[src/rtl/fetch_stage_if.sv]
// Instruction-memory read port between the fetch stage (master) and the memory (slave).
interface fetch_stage_if;
  logic        imemREN;
  logic [31:0] imemaddr;
  logic        ihit;
  logic [31:0] iload;

  modport master (output imemREN, output imemaddr, input ihit, input iload);
  modport slave  (input imemREN, input imemaddr, output ihit, output iload);
endinterface

[src/rtl/fetch_stage.sv]
// Instruction fetch: program counter, next-PC select, IF/ID latch, halt FSM and fetch counter.
//   state | meaning
//   FETCH | PC advances under pcen, memory read requested, IF/ID loads under deen
//   HALT  | terminal until nRST; PC frozen, no read request, IF/ID loads only bubbles
module fetch_stage #(
  parameter logic [31:0] PC_INIT = 32'h0000_0000
) (
  input  logic                 CLK,
  input  logic                 nRST,
  input  logic                 pcen,
  input  logic                 deen,
  input  logic                 deflush,
  input  logic [1:0]           PCSel,
  input  logic [31:0]          jr_target,
  input  logic [25:0]          j_index,
  input  logic [31:0]          br_target,
  input  logic                 halt,
  fetch_stage_if.master        imem,
  output logic [31:0]          instr_d,
  output logic [31:0]          pcplus4_d,
  output logic                 valid_d,
  output logic                 halted,
  output logic [31:0]          fetch_count
);

  typedef enum logic {FETCH, HALT} state_t;

  state_t      state, next_state;
  logic [31:0] pc, pc4, next_pc;
  logic        halt_take, pc_we, load_valid;

  always_comb begin
    pc4        = pc + 32'd4;
    next_pc    = pc4;
    case (PCSel)
      2'd0: next_pc = pc4;
      2'd1: next_pc = {jr_target[31:2], 2'b00};
      // the jump is resolved in decode, so its region bits come from the latched PC+4
      2'd2: next_pc = {pcplus4_d[31:28], j_index, 2'b00};
      2'd3: next_pc = {br_target[31:2], 2'b00};
      default: next_pc = pc4;
    endcase

    next_state = state;
    halt_take  = (state == FETCH) && halt && !deflush;
    if (halt_take) next_state = HALT;

    pc_we      = (state == FETCH) && pcen && !halt_take;
    load_valid = !deflush && deen && (state == FETCH);
  end

  always_ff @(posedge CLK or negedge nRST) begin
    if (!nRST) state <= FETCH;
    else       state <= next_state;
  end

  always_ff @(posedge CLK or negedge nRST) begin
    if (!nRST)      pc <= PC_INIT;
    else if (pc_we) pc <= next_pc;
  end

  always_ff @(posedge CLK or negedge nRST) begin
    if (!nRST) begin
      instr_d   <= '0;
      pcplus4_d <= '0;
      valid_d   <= 1'b0;
    end else if (deflush || (deen && state == HALT)) begin
      instr_d   <= '0;
      pcplus4_d <= '0;
      valid_d   <= 1'b0;
    end else if (load_valid) begin
      instr_d   <= imem.iload;
      pcplus4_d <= pc4;
      valid_d   <= 1'b1;
    end
  end

  always_ff @(posedge CLK or negedge nRST) begin
    if (!nRST)           fetch_count <= '0;
    else if (load_valid) fetch_count <= fetch_count + 32'd1;
  end

  assign imem.imemREN  = (state == FETCH);
  assign imem.imemaddr = pc;
  assign halted        = (state == HALT);

endmodule

[src/flat_wrapper.sv]
// flat-port wrapper written by rule: the top's interface ports become plain ports
module fetch_stage_flat 
#(
  parameter logic [31:0] PC_INIT = 32'h0000_0000
)
  (CLK, nRST, pcen, deen, deflush, PCSel, jr_target, j_index, br_target, halt, instr_d, pcplus4_d, valid_d, halted, fetch_count, imem_imemREN, imem_imemaddr, imem_ihit, imem_iload);
  fetch_stage_if imem_i ();
  input  logic CLK;
  input  logic nRST;
  input  logic pcen;
  input  logic deen;
  input  logic deflush;
  input  logic [1:0] PCSel;
  input  logic [31:0] jr_target;
  input  logic [25:0] j_index;
  input  logic [31:0] br_target;
  input  logic halt;
  output logic [31:0] instr_d;
  output logic [31:0] pcplus4_d;
  output logic valid_d;
  output logic halted;
  output logic [31:0] fetch_count;
  output wire logic [$bits(imem_i.imemREN)-1:0] imem_imemREN;
  output wire logic [$bits(imem_i.imemaddr)-1:0] imem_imemaddr;
  input wire logic [$bits(imem_i.ihit)-1:0] imem_ihit;
  input wire logic [$bits(imem_i.iload)-1:0] imem_iload;
  assign imem_imemREN = imem_i.imemREN;
  assign imem_imemaddr = imem_i.imemaddr;
  assign imem_i.ihit = imem_ihit;
  assign imem_i.iload = imem_iload;
  fetch_stage #(.PC_INIT(PC_INIT)) u_core (.CLK(CLK), .nRST(nRST), .pcen(pcen), .deen(deen), .deflush(deflush), .PCSel(PCSel), .jr_target(jr_target), .j_index(j_index), .br_target(br_target), .halt(halt), .imem(imem_i), .instr_d(instr_d), .pcplus4_d(pcplus4_d), .valid_d(valid_d), .halted(halted), .fetch_count(fetch_count));
endmodule
[config.mk]
export PLATFORM = sky130hd
export DESIGN_NAME = fetch_stage_flat
export DESIGN_NICKNAME = d
export VERILOG_FILES = /design/src/rtl/fetch_stage_if.sv /design/src/rtl/fetch_stage.sv /design/src/flat_wrapper.sv
export SDC_FILE = /design/constraint.sdc
export NUM_CORES = 1
export LEC_CHECK = 0
export ABC_AREA = 1
export CORE_MARGIN = 5
export CORE_UTILIZATION = 45
export CTS_CLUSTER_DIAMETER = 80
export DETAILED_ROUTE_END_ITERATION = 7
export GPL_TIMING_DRIVEN = 0
export PLACE_DENSITY = 0.81
export SYNTH_ARGS = -nofsm -noshare
export SYNTH_HDL_FRONTEND = slang
export SYNTH_SLANG_ARGS = --single-unit
export TNS_END_PERCENT = 5
[constraint.sdc]
create_clock -name CLK -period 2.7 [get_ports CLK]
set_clock_uncertainty 0.15 [all_clocks]
set_input_delay 0.405 -clock CLK [delete_from_list [all_inputs] [get_ports CLK]]
set_output_delay 0.405 -clock CLK [all_outputs]
set_load 0.01 [all_outputs]
-- Word level (Yosys, flattened, before mapping)
Index checks and enable logic that the tools add are counted.
- register bits: 130
- latch bits: 0
- bits in writable memories: 0
- ROM bits: 0
- input port bits: 131
- output and inout port bits: 131
- memories: 0
- $add $sub $neg: 2
- multiply operators: 0
- divide/modulo/power cells: 0
- magnitude comparators: 0
- equality and inequality tests: 3
- shift-type cells: 0
- multiplexer cells: 7
- bitwise logic cells: 1
- reduce and logical (&&, ||, !) cells: 12
- operators by type and width (kind ; count):
    32-bit 2-to-1 mux ; 4
    32-bit case mux with 4 select lines ; 1
    32-bit by 1-bit adder with 32-bit output (second input constant) ; 1
    32-bit by 3-bit adder with 32-bit output (second input constant) ; 1
    1-bit logical AND ; 7
    2-bit equality test (second input constant) ; 2
    2-bit by 1-bit equality test with 1-bit output (second input constant) ; 1
    1-bit logical NOT ; 2
    2-bit logical NOT ; 1
    1-bit 2-to-1 mux ; 2
    2-bit nonzero test ; 1
    1-bit logical OR ; 1
    1-bit inverter ; 1

-- Longest topological paths before layout
Gate-level depths: netlist of the first run.
- depth after elaboration: 5
- gate-level depth with buffers: 10

-- Worst setup path after synthesis of the first run
Ideal clock, no wire load.
- path type: reg2reg
- start point: reg u_core.pc[3] (netlist: u_core.imem.imemaddr[3])
- end point: reg u_core.pc[22] (netlist: u_core.imem.imemaddr[22])
- setup time: 0.116 ns
- arrival: 1.382 ns
- path slack: 1.052 ns
- cell stages (with the launch flop): 11
- clock period less this slack: 1.648 ns
- path through: dfrtp_1 > ha_1 > nand2_1 > nor2_4 > nand2_4 > nor2_8 > nand2_1 > nand2_1 > nand3_1 > nand2_1 > nand2_1
- cells in the longest elaborated chain, start to end: 2
- RTL lines (what ; RTL line ; source):
    start, declared ; fetch_stage.sv:29 ; logic [31:0] pc, pc4, next_pc;
    start signal, assigned ; fetch_stage.sv:59 ; else if (pc_we) pc <= next_pc;
    32-bit by 3-bit adder with 32-bit output ; fetch_stage.sv:33 ; pc4 = pc + 32'd4;
    32-bit case mux with 4 select lines ; fetch_stage.sv:35 ; case (PCSel)
Every way passes these cells.
A chain may end at the register's enable or synchronous reset.

-- Worst setup path after layout of the first run
- start point: reg u_core.fetch_count[26]
- end point: out fetch_count[26]
- RTL lines (what ; RTL line ; source):
    start, declared ; fetch_stage.sv:23 ; output logic [31:0] fetch_count
    start signal, assigned ; fetch_stage.sv:80 ; else if (load_valid) fetch_count <= fetch_count + 32'd1;
    end, declared ; flat_wrapper.sv:22 ; output logic [31:0] fetch_count;
No word-level cell between the ends.

==> results of run 1 <==
[flip-flops by register name (all words and copies together) (netlist names)]
| name | count |
|---|---|
| u_core.imem.imemaddr | 30 |
| u_core.pcplus4_d | 30 |
| u_core.instr_d | 32 |
| u_core.fetch_count | 32 |
| u_core.valid_d | 1 |
| u_core.halted | 1 |
[layout by cell type (no fill, tap or decap), drive strengths merged]
cell type and count:
a211oi 1, a21boi 2, a21oi 4, a22o 35, a22oi 1, a2bb2oi 1
a31oi 4, and2 3, buf 28, bufinv 3, clkbuf 34, clkdlybuf4s50 251
clkinv 3, conb 4, dfrtp 126, dlygate4sd3 1, ha 2, inv 72
nand2 414, nand3 68, nand3b 5, nand4 13, nor2 101, nor3 4
nor3b 1, o21ai 46, o22a 1, o22ai 1, xnor2 11, xor2 14
[cells by family after synthesis]
family | Yosys count
AOI/OAI and AO/OA | 96
xor gates and xnor gates | 25
other | 1
buffers and inverters | 108
DFF | 126
adders and majority gates | 2
and+or+nand+nor | 609
[synthesized netlist by cell type, types with 2 or more instances]
| cell | number | share of area (%) |
|---|---|---|
| a21oi_1 | 4 | 0.28 |
| a31oi_1 | 4 | 0.35 |
| inv_1 | 65 | 3.4 |
| buf_6 | 2 | 0.31 |
| clkbuf_1 | 10 | 0.52 |
| nor2_8 | 2 | 0.56 |
| nand3_1 | 63 | 4.4 |
| nand4_1 | 12 | 1.0 |
| buf_4 | 6 | 0.63 |
| o21ai_0 | 35 | 2.4 |
| inv_2 | 7 | 0.36 |
| nand2_1 | 403 | 21 |
| dfrtp_1 | 126 | 44 |
| nor2_4 | 15 | 2.3 |
| xnor2_1 | 11 | 1.3 |
| nor3_1 | 4 | 0.28 |
| a22o_1 | 35 | 4.3 |
| and2_1 | 3 | 0.26 |
| buf_2 | 18 | 1.3 |
| nand3_2 | 4 | 0.56 |
| nand2_4 | 2 | 0.31 |
| nor2_2 | 9 | 0.78 |
| nor2_1 | 75 | 3.9 |
| nand2_2 | 9 | 0.78 |
| ha_1 | 2 | 0.35 |
| o21ai_1 | 10 | 0.70 |
| nand3b_1 | 5 | 0.52 |
| xor2_1 | 14 | 1.7 |
[layout make-up]
cell class | instances | share of cell area [%]
Clock inverter | 6 | 0.9859
Buffer | 36 | 1.831
Tap cell | 216 | 2.535
Multi-Input combinational cell | 736 | 33.71
Clock buffer | 24 | 4.800
Timing Repair Buffer | 254 | 24.03
Inverter | 72 | 2.535
Sequential cell | 126 | 29.58
[routing by layer]
metal	GRT usage (%)	share of wire, %
met3	7.647	9.2
met2	44.80	49
met1	30.47	39
met4	10.02	2.7
met5	0	0
[final timing paths]
| check | start | end | slack, ps | cells after the start |
|---|---|---|---|---|
| max in group asynchronous | nRST | u_core.pcplus4_d[22] | 1290 | 3 |
| worst max-delay path | u_core.fetch_count[26] | fetch_count[26] | 630 | 1 |
| worst max register to register | u_core.imem.imemaddr[3] | u_core.imem.imemaddr[20] | 850 | 8 |
| min in group asynchronous | nRST | u_core.fetch_count[15] | 360 | 2 |
| worst min-delay path | u_core.pcplus4_d[18] | u_core.pcplus4_d[18] | 330 | 2 |
| worst min register to register | u_core.pcplus4_d[18] | u_core.pcplus4_d[18] | 330 | 2 |
[per-stage QoR]
stage          power (mW)  instance area, um^2  hold WS (ps)  std cells  util, %
2_1_floorplan       2.025                 7212        -40.59        970        -
3_3_place_gp        2.283                10000         314.3       1438    63.44
3_5_place_dp        2.290                10030         219.3       1439    63.62
4_1_cts             4.677                10660         330.7       1470    67.60
5_1_grt             4.798                10660         352.1       1470    67.60
6_report            4.659                10660         329.9       1470    67.60
[report_power, final]
part / total, mW / leakage (nW) / switching [mW] / internal [mW]
Combinational: 0.367 / 3.01 / 0.161 / 0.206
Clock: 2.40 / 0.308 / 0.819 / 1.58
Sequential: 1.89 / 1.68 / 0 / 1.89
==> results by group, run 1 <==
Global routing
  – Vias in the first global route: 7,310
  – Total GRT Usage: around 26%
  – Grt ovf: 0
  – Initial antenna violation count: 0
  – First-pass GRT wire length: 37,400 um
  – Largest net degree at the start of global routing: 80

Critical path
  – Setup CP Type: reg2out
  – WP buf/inv: 1
  – Critical Path Fanout Max: 7
  – CP max-delay cell: clkdlybuf4s50_1
  – Slowest stage delay, CP: 600 ps
  – Crit end category: output port
  – Worst EP arrival: 1520 ps
  – CP Launch Type: flop
  – Critical-path cell list: clkdlybuf4s50_1
  – Family with the most delay on the worst path: buffers and inverters
  – Critical Path RT: ~2100 ps

Clock tree
  – Resize count post-CTS: 0
  – Clk sinks: 126
  – Cts bufs inserted: 17
  – Hold buffers post-CTS: 1
  – Clk pin slew, worst setup/hold paths: 60 ps
  – Worst-Skew Late Latency: between 400 and 500 ps
  – H-tree depth: 4
  – Root Driver: clkbuf_16
  – CTS tree: built
  – Setup repair bufs after CTS: 0
  – Max clock buf depth: 2

Route
  – DRC viols: 0
  – Final WL: 24,150 um
  – DRT Pass-1 Iters: 5
  – Routed vias: 7,452
  – DR iter-0 viols: just under 500
  – Routed length per instance: approximately 16 um
  – Antenna Nets Post-Route: 0
  – DR vias/cell: 5.069

Synth
  – Adder-Cell Fraction of Synth Area: 0.3475%
  – Dominant synthesized flop cell: dfrtp_1
  – Syn avg cell area: 7.446 um^2
  – Mux share of post-synthesis cell area: 0%
  – Cells after Synth: ~970
  – Synth Cell Area: 7201 um^2
  – Compound-gate portion of the synthesized area: around 8.9%
  – Number of library cell types mapped by synthesis: 40
  – Post-synth EDFFs: 0
  – Xor/xnor cell area share of the yosys netlist: slightly above 3%
  – Ys async rst share: 100.0%
  – Post-Synth Simple-Gate Area: between 30 and 40%
  – Register area share after synthesis: 43.79%
  – Yosys warns: 0
  – #FFs+latches synth: about 130
  – Main combinational cell family by area after synthesis: simple AND/OR/NAND/NOR gates

STA
  – Final Max Tran Viols: 0
  – Final WS setup: 628.4 ps
  – Fin crit period: 2072 ps
  – Final period util: 76.73%
  – Final hold viol count: 0
  – Slew headroom: 47.16%
  – Setup_tns: 0 ps
  – Final setup violation count: 0
  – Fmax achieved: 482.7 MHz
  – RSZ-0062 raised after global routing: no
  – Worst Tran Pin Value: slightly below 800 ps

Layout
  – Layout cells sized above 1: under 10%
  – Area grow syn2layout: 48.04%
  – Reg area: 3153 um^2
  – ANT cells: 0
  – Filler cell count: between 1k and 1.5k
  – Nets: 1,376
  – Multi-input gate area: between 3000 and 4000 um^2

Power
  – Worst ir drop on vdd: 0.0004608 V
  – Static Leak: 4.993 nW
  – P per Cell Area: about 440 nW/um^2

Place
  – Number of buffers added on ports: 252
  – RePlAce Congestion: 0.9298
  – Place WS: 205.4 ps
  – DP HPWL: 19,010 um

Floorplan
  – Row cnt: 46
  – Initial Utilization: 45.66%
  – Die width: 136.5 um
  – Core ar.: 15,770 um^2
  – Die area: between 15,000 and 20,000 um^2
  – Top Ports: 262
  – DIE HEIGHT: between 100 and 150 um

Flow run
  – Max Cap Viol: 0

Min path
  – Hold WC Path Type: reg2reg

Outcome
  – Status: finished, final reports clean
Note: power is estimated with default switching activity, not from simulation.
==> inputs of run 2 (changes only) <==
==> constraint.sdc (replaced) <==
create_clock -name CLK -period 2.1 [get_ports CLK]
set_clock_uncertainty 0.15 [all_clocks]
set_input_delay 0.315 -clock CLK [delete_from_list [all_inputs] [get_ports CLK]]
set_output_delay 0.315 -clock CLK [all_outputs]
set_load 0.01 [all_outputs]
==> results of run 2 <==
Same layout as run 1 (identical final DEF). Status: finished, final reports clean.
Among the figures that moved: setup slack after placement 205.4 ps -> -304.6 ps; setup slack after layout 628.4 ps -> 118.4 ps; hold slack 329.9 ps -> 270.7 ps; register-to-register setup slack 850 ps -> 250 ps; total power 4.659 mW -> 5.990 mW; worst IR drop on VDD 0.0004608 V -> 0.0005924 V
==> inputs of run 3 (changes only) <==
--- a/config.mk
+++ b/config.mk
@@ -12,6 +12,7 @@
 export DETAILED_ROUTE_END_ITERATION = 7
 export GPL_TIMING_DRIVEN = 0
 export PLACE_DENSITY = 0.81
+export SLEW_MARGIN = 0
 export SYNTH_ARGS = -nofsm -noshare
 export SYNTH_HDL_FRONTEND = slang
 export SYNTH_SLANG_ARGS = --single-unit
==> results of run 3 <==
Same layout as run 1 (identical final DEF). Status: finished, final reports clean.
Among the figures that moved: setup slack after placement 205.4 ps -> -304.6 ps; setup slack after layout 628.4 ps -> 118.4 ps; hold slack 329.9 ps -> 270.7 ps; register-to-register setup slack 850 ps -> 250 ps; total power 4.659 mW -> 5.990 mW; worst IR drop on VDD 0.0004608 V -> 0.0005924 V
